[src/rtl/fifo_uart_pkg.sv]
// fifo_uart_pkg
//   Shared definitions for the FIFO-draining UART transmitter:
//   - tx_state_e     : transmitter FSM states (PARITY is reachable only with
//                      FIFO_UART_TX_PARITY_EN defined)
//   - STOP_BITS      : stop bits per frame
//   - DEFAULT_CLKS_PER_BIT : 100 MHz / 115200 baud
//   - baud_cnt_w()   : width of the per-bit baud counter
package fifo_uart_pkg;

    typedef enum logic [2:0] {
        ST_IDLE,
        ST_POP,
        ST_LOAD,
        ST_START,
        ST_DATA,
        ST_STOP,
        ST_PARITY
    } tx_state_e;

    localparam int unsigned STOP_BITS            = 1;
    localparam int unsigned DEFAULT_CLKS_PER_BIT = 868;

    function automatic int unsigned baud_cnt_w(input int unsigned clks_per_bit);
        return (clks_per_bit < 2) ? 1 : $clog2(clks_per_bit);
    endfunction

endpackage

[src/rtl/fifo_uart_tx_baud.sv]
// baud_tick_gen
//   Free-running bit-period counter with synchronous clear.
//   Ports:
//     clk      in  system clock, rising edge
//     rst      in  synchronous active-high reset
//     clr      in  synchronous clear; counter restarts at 0 next cycle
//     tick     out high on the last cycle of each CLKS_PER_BIT period
//     pre_tick out high on the cycle before tick
module baud_tick_gen
    import fifo_uart_pkg::*;
#(
    parameter int unsigned CLKS_PER_BIT = DEFAULT_CLKS_PER_BIT,
    parameter int unsigned CNT_W        = baud_cnt_w(CLKS_PER_BIT)
) (
    input  logic clk,
    input  logic rst,
    input  logic clr,
    output logic tick,
    output logic pre_tick
);

    localparam logic [CNT_W-1:0] LAST = CNT_W'(CLKS_PER_BIT - 1);
    localparam logic [CNT_W-1:0] PRE  = CNT_W'(CLKS_PER_BIT - 2);

    logic [CNT_W-1:0] cnt_q;
    logic [CNT_W-1:0] cnt_d;

    always_comb begin
        cnt_d    = cnt_q + CNT_W'(1);
        if (clr || (cnt_q == LAST)) begin
            cnt_d = '0;
        end
        tick     = (cnt_q == LAST);
        pre_tick = (cnt_q == PRE);
    end

    always_ff @(posedge clk) begin
        if (rst) begin
            cnt_q <= '0;
        end else begin
            cnt_q <= cnt_d;
        end
    end

endmodule

[src/rtl/fifo_uart_tx.sv]
// fifo_uart_tx
//   Drains a byte FIFO onto a UART line: pops one byte whenever the FIFO is
//   non-empty and the line is idle, then sends it LSB first as 8N1.
//   Optional macro FIFO_UART_TX_PARITY_EN inserts an even-parity bit between
//   the data bits and the stop bit (11-bit frame).
//   Ports:
//     clk         in  system clock, rising edge
//     rst         in  synchronous active-high reset
//     buf_empty   in  FIFO empty flag
//     buf_out     in  FIFO read data, valid the cycle after rd_en
//     rd_en       out one-cycle pop strobe (registered)
//     tx          out serial line, idle high (registered)
//     tx_busy     out high whenever the FSM is not idle (registered)
//     tx_done     out one-cycle pulse on the last stop-bit cycle (registered)
//     frame_count out frames completed since reset, wraps (registered)
module fifo_uart_tx
    import fifo_uart_pkg::*;
#(
    parameter int unsigned CLKS_PER_BIT = DEFAULT_CLKS_PER_BIT,
    parameter int unsigned DATA_W       = 8,
    parameter int unsigned CNT_W        = 16
) (
    input  logic              clk,
    input  logic              rst,
    input  logic              buf_empty,
    input  logic [DATA_W-1:0] buf_out,
    output logic              rd_en,
    output logic              tx,
    output logic              tx_busy,
    output logic              tx_done,
    output logic [CNT_W-1:0]  frame_count
);

    localparam int unsigned    IDX_W     = $clog2(DATA_W + 1);
    localparam logic [IDX_W-1:0] DATA_LAST = IDX_W'(DATA_W - 1);
    localparam logic [IDX_W-1:0] STOP_LAST = IDX_W'(STOP_BITS - 1);

    tx_state_e         state_q, state_d;
    logic [DATA_W-1:0] shreg_q, shreg_d;
    logic [IDX_W-1:0]  bit_idx_q, bit_idx_d;
    logic              tx_q, tx_d;
    logic              rd_en_q, rd_en_d;
    logic              tx_busy_q, tx_busy_d;
    logic              tx_done_q, tx_done_d;
    logic [CNT_W-1:0]  frame_count_q, frame_count_d;
`ifdef FIFO_UART_TX_PARITY_EN
    logic              parity_q, parity_d;
`endif

    logic baud_tick;
    logic baud_pre_tick;
    logic baud_clr;

    assign baud_clr = (state_q == ST_LOAD);

    baud_tick_gen #(
        .CLKS_PER_BIT (CLKS_PER_BIT)
    ) u_baud (
        .clk      (clk),
        .rst      (rst),
        .clr      (baud_clr),
        .tick     (baud_tick),
        .pre_tick (baud_pre_tick)
    );

    // Outputs are registered, so they are derived from the next state:
    // the flop then shows the value that belongs to the state being entered.
    always_comb begin
        state_d       = state_q;
        shreg_d       = shreg_q;
        bit_idx_d     = bit_idx_q;
        frame_count_d = frame_count_q;
        tx_done_d     = 1'b0;
`ifdef FIFO_UART_TX_PARITY_EN
        parity_d      = parity_q;
`endif

        case (state_q)
            ST_IDLE: begin
                if (!buf_empty) begin
                    state_d = ST_POP;
                end
            end
            ST_POP: begin
                state_d = ST_LOAD;
            end
            ST_LOAD: begin
                shreg_d   = buf_out;
                bit_idx_d = '0;
`ifdef FIFO_UART_TX_PARITY_EN
                parity_d  = ^buf_out;
`endif
                state_d   = ST_START;
            end
            ST_START: begin
                if (baud_tick) begin
                    state_d = ST_DATA;
                end
            end
            ST_DATA: begin
                if (baud_tick) begin
                    if (bit_idx_q == DATA_LAST) begin
                        bit_idx_d = '0;
`ifdef FIFO_UART_TX_PARITY_EN
                        state_d   = ST_PARITY;
`else
                        state_d   = ST_STOP;
`endif
                    end else begin
                        shreg_d   = shreg_q >> 1;
                        bit_idx_d = bit_idx_q + IDX_W'(1);
                    end
                end
            end
`ifdef FIFO_UART_TX_PARITY_EN
            ST_PARITY: begin
                if (baud_tick) begin
                    state_d = ST_STOP;
                end
            end
`endif
            ST_STOP: begin
                // pre_tick lets the registered done pulse land on the
                // final stop-bit cycle rather than one cycle after it.
                if (baud_pre_tick && (bit_idx_q == STOP_LAST)) begin
                    tx_done_d     = 1'b1;
                    frame_count_d = frame_count_q + CNT_W'(1);
                end
                if (baud_tick) begin
                    if (bit_idx_q == STOP_LAST) begin
                        bit_idx_d = '0;
                        state_d   = ST_IDLE;
                    end else begin
                        bit_idx_d = bit_idx_q + IDX_W'(1);
                    end
                end
            end
            default: begin
                state_d = ST_IDLE;
            end
        endcase

        rd_en_d   = (state_d == ST_POP);
        tx_busy_d = (state_d != ST_IDLE);

        case (state_d)
            ST_START:  tx_d = 1'b0;
            ST_DATA:   tx_d = shreg_d[0];
`ifdef FIFO_UART_TX_PARITY_EN
            ST_PARITY: tx_d = parity_q;
`endif
            default:   tx_d = 1'b1;
        endcase
    end

    always_ff @(posedge clk) begin
        if (rst) begin
            state_q       <= ST_IDLE;
            shreg_q       <= '0;
            bit_idx_q     <= '0;
            tx_q          <= 1'b1;
            rd_en_q       <= 1'b0;
            tx_busy_q     <= 1'b0;
            tx_done_q     <= 1'b0;
            frame_count_q <= '0;
`ifdef FIFO_UART_TX_PARITY_EN
            parity_q      <= 1'b0;
`endif
        end else begin
            state_q       <= state_d;
            shreg_q       <= shreg_d;
            bit_idx_q     <= bit_idx_d;
            tx_q          <= tx_d;
            rd_en_q       <= rd_en_d;
            tx_busy_q     <= tx_busy_d;
            tx_done_q     <= tx_done_d;
            frame_count_q <= frame_count_d;
`ifdef FIFO_UART_TX_PARITY_EN
            parity_q      <= parity_d;
`endif
        end
    end

    assign rd_en       = rd_en_q;
    assign tx          = tx_q;
    assign tx_busy     = tx_busy_q;
    assign tx_done     = tx_done_q;
    assign frame_count = frame_count_q;

endmodule

[config.mk]
export PLATFORM = sky130hd
export DESIGN_NAME = fifo_uart_tx
export DESIGN_NICKNAME = d
export VERILOG_FILES = /design/src/rtl/fifo_uart_pkg.sv /design/src/rtl/fifo_uart_tx_baud.sv /design/src/rtl/fifo_uart_tx.sv
export SDC_FILE = /design/constraint.sdc
export NUM_CORES = 1
export LEC_CHECK = 0
export BUFFER_PORTS_ARGS = -buffer_cell sky130_fd_sc_hd__buf_2
export CORE_MARGIN = 4
export CORE_UTILIZATION = 45
export DETAILED_ROUTE_END_ITERATION = 8
export GPL_ROUTABILITY_DRIVEN = 0
export GPL_TIMING_DRIVEN = 0
export PLACE_DENSITY = 0.68
export RECOVER_POWER = 25
export SLEW_MARGIN = 10
export SYNTH_ARGS = -nofsm -noshare
export SYNTH_HDL_FRONTEND = slang
export SYNTH_SLANG_ARGS = --single-unit
[constraint.sdc]
create_clock -name clk -period 2.49 [get_ports clk]
set_input_delay 0.1245 -clock clk [delete_from_list [all_inputs] [get_ports clk]]
set_output_delay 0.1245 -clock clk [all_outputs]
set_load 0.005 [all_outputs]
==> Word level (Yosys, flattened, before mapping) <==
Index checks and enable logic that the tools add are counted.
{ "classes": {"add_sub_neg": 3, "n_mul": 0, "div": 0, "order_cmp": 0, "n_eq_ne": 14, "shift": 0, "mux": 17, "n_bitwise": 1, "reduce_logical": 12} }
{ "ops": {"columns": ["operator", "count"], "rows": [
  ["10-bit equality test (second input constant)", 2],
  ["3-bit 2-to-1 mux", 6],
  ["3-bit one-hot mux with 6 select lines", 1],
  ["16-bit by 1-bit adder with 16-bit output (second input constant)", 1],
  ["4-bit 2-to-1 mux", 4],
  ["8-bit 2-to-1 mux", 2],
  ["8-bit one-hot mux with 2 select lines", 1],
  ["4-bit one-hot mux with 3 select lines", 1],
  ["10-bit by 1-bit adder with 10-bit output (second input constant)", 1],
  ["3-bit by 2-bit equality test with 1-bit output (second input constant)", 3],
  ["3-bit equality test (second input constant)", 3],
  ["3-bit by 1-bit equality test with 1-bit output (second input constant)", 2],
  ["2-bit != test (second input constant)", 3],
  ["3-bit AND reduction", 2],
  ["3-bit nonzero test", 2],
  ["4-bit by 1-bit adder with 4-bit output (second input constant)", 1],
  ["4-bit by 3-bit equality test with 1-bit output (second input constant)", 1],
  ["4-bit zero test", 1],
  ["2-bit OR reduction", 2],
  ["3-bit zero test", 1],
  ["1-bit one-hot mux with 2 select lines", 1],
  ["2-bit AND reduction", 1],
  ["2-bit nonzero test", 1],
  ["1-bit logical AND", 1],
  ["3 further kinds", 3]
]} }
{ "word_totals": {"register_bits": 45, "latchBits": 0, "ram_bits": 0, "rom_bits": 0, "input_bits": 11, "out_inout_bits": 20, "n_memories": 0} }

==> Longest topological paths before layout <==
Gate-level depths: netlist of run 1.
{ "logic_depth": {"depth_word": 6, "mapped_depth": 8, "ltp_nobuf": 7} }

==> Modules after synthesis <==
A second synthesis of run 1 with hierarchy kept.
{ "hier_totals": {"cells_unflattened": 236, "area_unflattened_um2": 2065.7} }
{ "by_module_without_submodules": {"columns": ["module", "n_inst", "cells_each", "area_each_um2"], "rows": [
  ["fifo_uart_tx", 1, 183, 1594.0],
  ["baud_tick_gen", 1, 53, 471.7]
]} }

==> Least setup slack after synthesis of run 1 <==
OpenSTA, ideal clock, no wires.
{ "synth_timing": {"kind": "register to register", "from": "reg bit_idx_q[0]", "to": "reg frame_count_q[8] (netlist: frame_count[8])", "setup_ns": 0.071, "t_arrival_ns": 2.263, "required_ns": 2.419, "setup_slack_ns": 0.156, "path_stages_with_launch": 8, "period_less_slack_ns": 2.334, "cell_sequence": "dfxtp_1 -> inv_1 -> ha_1 -> or4bb_1 -> or4_4 -> or3_4 -> or3_1 -> a21oi_1"} }
{ "synth_between": {"elab_chain_len": 3} }
{ "synth_rtl": {"columns": ["element", "line", "rtl"], "rows": [
  ["start: declaration", "fifo_uart_tx.sv:40", "logic [IDX_W-1:0] bit_idx_q, bit_idx_d;"],
  ["start signal: assignment", "fifo_uart_tx.sv:172", "bit_idx_q <= bit_idx_d;"],
  ["4-bit zero test", "fifo_uart_tx.sv:125", "if (baud_pre_tick && (bit_idx_q == STOP_LAST)) begin"],
  ["1-bit logical AND", "fifo_uart_tx.sv:125", null],
  ["2-bit AND reduction (no source line)", null, null],
  ["end signal: assignment", "fifo_uart_tx.sv:177", "frame_count_q <= frame_count_d;"],
  ["end: declaration", "fifo_uart_tx.sv:45", "logic [CNT_W-1:0] frame_count_q, frame_count_d;"]
]} }
No other way between the ends.
A chain may end at the register's enable or synchronous reset.

==> Worst setup path after layout of run 1 <==
Ends and elaborated chain as after synthesis.

==> insert_results.sql, run 1 <==
INSERT INTO impl_metrics (metric_group, metric, value, unit) VALUES
('worst_setup_path', 'worst_setup_path_end_kind', 'register', ''),
('pwr', 'internal', '1.108', 'mW'),
('floorplanning', 'rows', '24', ''),
('timing', 'max_slew.worst_pin.slew', '816.1', 'ps'),
('pwr', 'power_leakage', '0.8921', 'nW'),
('route', 'viasPerCell', '5.496', ''),
('pwr', 'cellPowerDensity', '568.5', 'nW/um^2'),
('route', 'sum_of_routed_wire_segments_on_met1', '2024', 'um'),
('floorplanning', 'die_w', '75.82', 'um'),
('cells_and_area', 'syn2layout_area_growth', '21.16', '%'),
('global_routing', 'antenna_found_initial', '0', ''),
('synth', 'ys_seq_area_frac', '0.4353', ''),
('route', 'drt_pre_antenna_iters', '4', ''),
('cells_and_area', 'finish.instance_area', '2507', 'sq um'),
('global_routing', 'largest_net_degree_at_the_start_of_global_routing', '14', ''),
('pwr', 'total_switching_power', '0.3177', 'mW'),
('job', 'cap_viol_max_count', '0', ''),
('timing', 'number_of_max_slew_violations_in_the_final_report', '0', ''),
('synth', 'yosysUniqueCellTypes', '39', ''),
('synth', 'synth.area.top_cells', 'sky130_fd_sc_hd__dfxtp_1 (44%), sky130_fd_sc_hd__xnor2_1 (5.5%), sky130_fd_sc_hd__nor2_1 (5.4%), sky130_fd_sc_hd__a21oi_1 (4.4%), sky130_fd_sc_hd__nand3_1 (4.1%)', ''),
('route', 'uppermost_signal_routing_layer_after_detailed_routing', 'met4', ''),
('cells_and_area', 'instances_no_fill', '339', ''),
('timing', 'relSlewSlack', '0.4509', ''),
('timing', 'post-route-min-period', '2414', 'ps'),
('clock_network', 'htreeDepth', '2', ''),
('route', 'final_antenna_net_count', '0', ''),
('worst_setup_path', 'worstSetupStartpointType', 'register', ''),
('synth', 'synthesis.instances', '245', ''),
('pwr', 'power.sequential.fraction', '0.529', ''),
('synth', 'yosys_warnings', '0', ''),
('floorplanning', 'dieHeight', '75.82', 'um'),
('route', 'vias', '1863', ''),
('route', 'avgRoutedWirePerCell', '13.14', 'um'),
('pwr', 'power_frac_clock', '0.401', ''),
('cells_and_area', 'final_core_util', '0.5680', ''),
('cells_and_area', 'commonest_non_fill_non_tap_cell_in_the_layout', 'sky130_fd_sc_hd__dfxtp_1', ''),
('worst_setup_path', 'critical_path_arrival', '2650', 'ps'),
('outcome', 'outcome', 'finished, final reports clean', ''),
('route', 'detail_route.iter0.violations', '69', ''),
('cells_and_area', 'antenna_cells_inserted', '0', ''),
('timing', 'skew', '4.797', 'ps'),
('route', 'met2_length', '2072', 'um'),
('pwr', 'power.total', '1.426', 'mW'),
('pwr', 'peakVddDrop', '0.3972', 'mV'),
('clock_network', 'cts.path.max_buffers', '2', ''),
('clock_network', 'tritoncts_clock_tree', 'built', ''),
('place', 'buffer_ports.inserted', '29', ''),
('pwr', 'comb_power_share', '0.070', ''),
('synth', 'number_of_enable_flip_flop_cells_after_synthesis', '0', ''),
('clock_network', 'clkLatencyLatePin', '300', 'ps'),
('timing', 'setup_viol', '0', ''),
('floorplanning', 'initial_core_util', '0.4688', ''),
('timing', 'maxClockFrequency', '0.4142', 'GHz'),
('clock_network', 'cts_buffers', '5', ''),
('clock_network', 'cts_sinks', '45', ''),
('timing', 'fin_crit_share', '0.9695', ''),
('clock_network', 'clkSlewWorstSetupHoldPaths', '80', 'ps'),
('floorplanning', 'core_region_area', '4414', 'sq um'),
('floorplanning', 'design.die.area', '5748', 'sq um'),
('synth', 'ys_dominant_reg_cell', 'sky130_fd_sc_hd__dfxtp_1', ''),
('global_routing', 'number_of_global_route_vias_before_repair', '1639', ''),
('worst_setup_path', 'critPathMaxFanout', '4', ''),
('timing', 'totalNegativeSetupSlack', '0', 'ps'),
('cells_and_area', 'final_nets', '302', ''),
('hold_path', 'hold_class', 'in -> reg', ''),
('synth', 'mappedNetlistArea', '2069', 'sq um'),
('cells_and_area', 'post_route_cells_drive_above_1_share', '0.1638', ''),
('synth', 'asyncSetResetFlopFracSynth', '0', ''),
('route', 'route.final.wire_length', '4455', 'um'),
('synth', 'post-synth-top-area-fraction', '0.4353', ''),
('global_routing', 'grt_first_pass_wirelength', '7010', 'um');
## final cells by class
type / count / area (sq um)
sequential: 45 / 903.4
tap: 52 / 65.06
timing repair buffer: 34 / 166.4
fill: 416 / 1907
buffer: 10 / 41.29
inverter: 10 / 37.54
multi-input combinational: 180 / 1177
clock inverter: 1 / 30.03
clock buffer: 7 / 86.33
## flip-flops by register name, indices dropped and copies added, names as in the netlist
| signal | flops |
|---|---|
| tx | 1 |
| rd_en | 1 |
| tx_busy | 1 |
| u_baud.cnt_q | 10 |
| bit_idx_q | 4 |
| shreg_q | 8 |
| state_q | 3 |
| tx_done | 1 |
| frame_count | 16 |
## per-stage QoR
step / hold WS (ps) / worst slack [ps]
2_1_floorplan: 260.4 / 156.3
3_3_place_gp: 370.7 / -33.31
3_5_place_dp: 373.2 / -42.57
4_1_cts: 46.42 / 52.92
5_1_grt: 67.53 / -5.170
6_report: 56.27 / 75.93
## layer usage
metal / GRT usage / vias up
li1: - / 951
met1: 0.1969 / 856
met2: 0.2538 / 42
met3: 0.03958 / 14
met4: 0.08544 / 0
met5: 0 / -
## what timing repair did
item / CTS / global route
resized for setup: 5 / 15
endpoints found under the setup margin: 3 / 7
cloned: 0 / 0
pin swaps: 1 / 4
setup buffers: 0 / 5
## power by group through the flow
stage	registers, mW	logic, mW	clock network, mW
final	0.754	0.0995	0.572
after floorplan	0.768	0.0685	0
after global placement	0.771	0.0966	0
after global routing	0.757	0.114	0.611
after detailed placement	0.771	0.0967	0
after CTS	0.754	0.0989	0.586
## path summary, 6_finish.rpt
| path | start | to | slack [ps] | cells past startpoint |
|---|---|---|---|---|
| worst max-delay path | bit_idx_q[0] | frame_count[8] | 80 | 7 |
| worst min-delay path | buf_out[7] | shreg_q[7] | 60 | 3 |
| worst max register to register | bit_idx_q[0] | frame_count[8] | 80 | 7 |
| worst min register to register | shreg_q[4] | shreg_q[4] | 460 | 2 |
## kinds of logic (layout without fill, tap and decap cells)
logic type	after synthesis	after routing	synth area share
xor+xnor	20	20	0.08464
buf+inv	20	62	0.03688
compound gates	42	42	0.1270
simple gates	113	113	0.2860
fa+ha+maj	5	5	0.03023
flops	45	45	0.4353
## worst max-delay path, stage by stage (launching register included)
cell	delay [ps]
sky130_fd_sc_hd__dfxtp_2	330
sky130_fd_sc_hd__inv_2	60
sky130_fd_sc_hd__ha_4	130
sky130_fd_sc_hd__or4bb_4	460
sky130_fd_sc_hd__or4_4	570
sky130_fd_sc_hd__or3_4	350
sky130_fd_sc_hd__or3_4	330
sky130_fd_sc_hd__a21oi_2	110
## synthesized netlist by cell type (all sizes together) (3+ instances only)
cell	number
a21oi	18
a22oi	7
and2	3
clkbuf	9
dfxtp	45
ha	5
inv	10
nand2	21
nand3	17
nand4	5
nor2	30
nor3	8
nor4	7
o21ai	6
or3	8
xnor2	13
xor2	7
(Power assumes the default switching activity.)
==> run 2, diff against run 1 <==
- PLACE_DENSITY: 0.68 -> 0.65
==> insert_results.sql, run 2 (same netlist as run 1, synthesis figures left out) <==
INSERT INTO impl_metrics (metric_group, metric, value, unit) VALUES
('outcome', 'outcome', 'finished, final reports clean', ''),
('global_routing', 'grt-busiest-layer', 'met2', ''),
('global_routing', 'grtUsageMet3', '0.04617', ''),
('clock_network', 'clkSlewWorstSetupHoldPaths', '80', 'ps'),
('pwr', 'peakVddDrop', '0.3012', 'mV'),
('worst_setup_path', 'startpoint', 'bit_idx_q[1]', ''),
('timing', 'setup_viol', '0', ''),
('worst_setup_path', 'timing.reg2reg.setup_slack', '40', 'ps'),
('global_routing', 'antenna_found_initial', '0', ''),
('clock_network', 'tritoncts_clock_tree', 'built', ''),
('place', 'detailed_place.area', '2280', 'sq um'),
('cells_and_area', 'syn2layout_area_growth', '18.14', '%'),
('route', 'detail_route.iter0.violations', '81', ''),
('cells_and_area', 'fill_cells', '431', ''),
('route', 'route.final.wire_length', '4527', 'um'),
('floorplanning', 'core_region_area', '4414', 'sq um'),
('cells_and_area', 'post_route_cells_drive_above_1_share', '0.1484', ''),
('route', 'viasPerCell', '5.478', ''),
('timing', 'maxClockFrequency', '0.4085', 'GHz'),
('worst_setup_path', 'crit_path_end', 'frame_count[8]', ''),
('floorplanning', 'rows', '24', ''),
('worst_setup_path', 'crit_path_max_incr_delay', '580', 'ps'),
('timing', 'finalHoldViolCount', '0', ''),
('route', 'drt_pre_antenna_iters', '4', ''),
('worst_setup_path', 'critPathMaxFanout', '4', ''),
('timing', 'post-route-min-period', '2448', 'ps'),
('worst_setup_path', 'worst_setup_path_end_kind', 'register', ''),
('timing', 'rsz0062_at_grt', 'yes', ''),
('cells_and_area', 'antenna_cells_inserted', '0', ''),
('global_routing', 'grt_first_pass_wirelength', '7596', 'um'),
('timing', 'fin_crit_share', '0.9831', ''),
('clock_network', 'cts_buffers', '5', ''),
('cells_and_area', 'commonest_non_fill_non_tap_cell_in_the_layout', 'sky130_fd_sc_hd__dfxtp_1', ''),
('global_routing', 'gr-usage-met1', '0.2195', ''),
('floorplanning', 'design.die.area', '5748', 'sq um'),
('worst_setup_path', 'timing.rr.start', 'bit_idx_q[1]', ''),
('global_routing', 'largest_net_degree_at_the_start_of_global_routing', '13', ''),
('floorplanning', 'die_w', '75.82', 'um'),
('timing', 'totalNegativeSetupSlack', '0', 'ps'),
('pwr', 'power_leakage', '0.8533', 'nW'),
('worst_setup_path', 'critical_path_arrival', '2670', 'ps'),
('timing', 'setup_ws', '42.10', 'ps'),
('place', 'dp_slack', '-72.19', 'ps'),
('place', 'buffer_ports.inserted', '29', ''),
('cells_and_area', 'finish.instance_area', '2445', 'sq um'),
('clock_network', 'clockRootBuffer', 'sky130_fd_sc_hd__clkbuf_8', ''),
('floorplanning', 'dieHeight', '75.82', 'um'),
('route', 'drc', '0', ''),
('cells_and_area', 'largest_reg_flops', '16', ''),
('clock_network', 'cts_sinks', '45', ''),
('worst_setup_path', 'reg_to_reg_end', 'frame_count[8]', ''),
('hold_path', 'hold_class', 'in -> reg', ''),
('job', 'cap_viol_max_count', '0', ''),
('clock_network', 'cts.path.max_buffers', '2', ''),
('worst_setup_path', 'worstSetupStartpointType', 'register', ''),
('route', 'final_antenna_net_count', '0', ''),
('route', 'avgRoutedWirePerCell', '13.51', 'um'),
('cells_and_area', 'final_nets', '299', ''),
('timing', 'relSlewSlack', '0.4480', ''),
('clock_network', 'clkLatencyLatePin', '290', 'ps'),
('timing', 'number_of_max_slew_violations_in_the_final_report', '0', ''),
('clock_network', 'htreeDepth', '2', ''),
('global_routing', 'grt_residual_overflow', '0', ''),
('global_routing', 'grtUsageMet2', '0.2795', ''),
('timing', 'skew', '4.717', 'ps'),
('floorplanning', 'io_pins', '31', ''),
('worst_setup_path', 'slowest_stage', 'sky130_fd_sc_hd__or4_4', ''),
('worst_setup_path', 'worst_r2r_path_depth', '7', ''),
('route', 'vias', '1835', ''),
('timing', 'max_slew.worst_pin.slew', '820.4', 'ps'),
('global_routing', 'number_of_global_route_vias_before_repair', '1635', ''),
('cells_and_area', 'mostFrequentLayoutCells', 'sky130_fd_sc_hd__dfxtp_1 (43), sky130_fd_sc_hd__nor2_1 (30), sky130_fd_sc_hd__clkbuf_1 (21), sky130_fd_sc_hd__nand2_1 (21)', ''),
('place', 'dpl.hpwl', '3152', 'um'),
('pwr', 'cellPowerDensity', '533.4', 'nW/um^2'),
('worst_setup_path', 'worst_ep_required_time', '2720', 'ps'),
('global_routing', 'grt_use_total', '0.1730', ''),
('worst_setup_path', 'crit_type', 'reg -> reg', ''),
('worst_setup_path', 'crit_chain', 'inv_4 -> ha_4 -> or4bb_4 -> or4_4 -> or3_4 -> or3_1 -> a21oi_1', ''),
('floorplanning', 'initial_core_util', '0.4688', '');
[run 2: worst min-delay path by stage]
stage	from	endpoint	slack, ps	cells after the start
6_report	buf_out[7]	shreg_q[7]	60	3
5_1_grt	buf_out[7]	shreg_q[7]	100	3
4_1_cts	buf_out[7]	shreg_q[7]	50	3
3_5_place_dp	buf_out[7]	shreg_q[7]	370	3
3_3_place_gp	buf_out[7]	shreg_q[7]	370	3
2_1_floorplan	buf_out[7]	shreg_q[7]	260	2
[run 2: what timing repair did]
action	in CTS	in global routing
resized for setup	4	15
hold buffers	0	0
setup buffers	0	2
endpoints found under the setup margin	6	8
pin swaps	1	4
[run 2: where the power goes]
group          switching [mW]  internal (mW)  total [mW]  leakage [nW]
Sequential             0.0154          0.739       0.754         0.366
Combinational          0.0595         0.0412       0.101         0.443
Clock                   0.229          0.220       0.449        0.0443
Total                   0.304           1.00        1.30         0.853
[run 2: final cells by class]
type | instances | area (sq um) | area share
Multi-Input combinational cell | 180 | 1156 | 0.4729
Buffer | 10 | 45.04 | 0.01842
Inverter | 10 | 40.04 | 0.01638
Tap cell | 52 | 65.06 | 0.02661
Timing Repair Buffer | 31 | 146.4 | 0.05988
Clock buffer | 7 | 86.33 | 0.03531
Sequential cell | 45 | 905.9 | 0.3705
[run 2: critical path, delay by kind of cell (launching register included)]
kind	cells	cell delay [ps]
AO/OA/AOI/OAI	1	120
adder cells (fa/ha/maj)	1	130
buffers and inverters	1	60
flip-flops	1	370
AND/OR/NAND/NOR	4	1700
[run 2: per-layer routing]
layer,up-vias,routed length [um]
li1,944,-
met1,839,2091
met2,42,2109
met3,10,238
met4,0,88
met5,-,0
[run 2: per-stage QoR]
stage	util	total power, mW	cells	hold slack [ps]
after global routing	0.5539	1.372	335	100.4
after CTS	0.5400	1.321	333	54.81
after floorplan	-	0.8366	245	260.4
after detailed placement	0.5164	0.8697	326	373.1
after global placement	0.5164	0.8678	326	372.3
final	0.5539	1.304	335	64.88
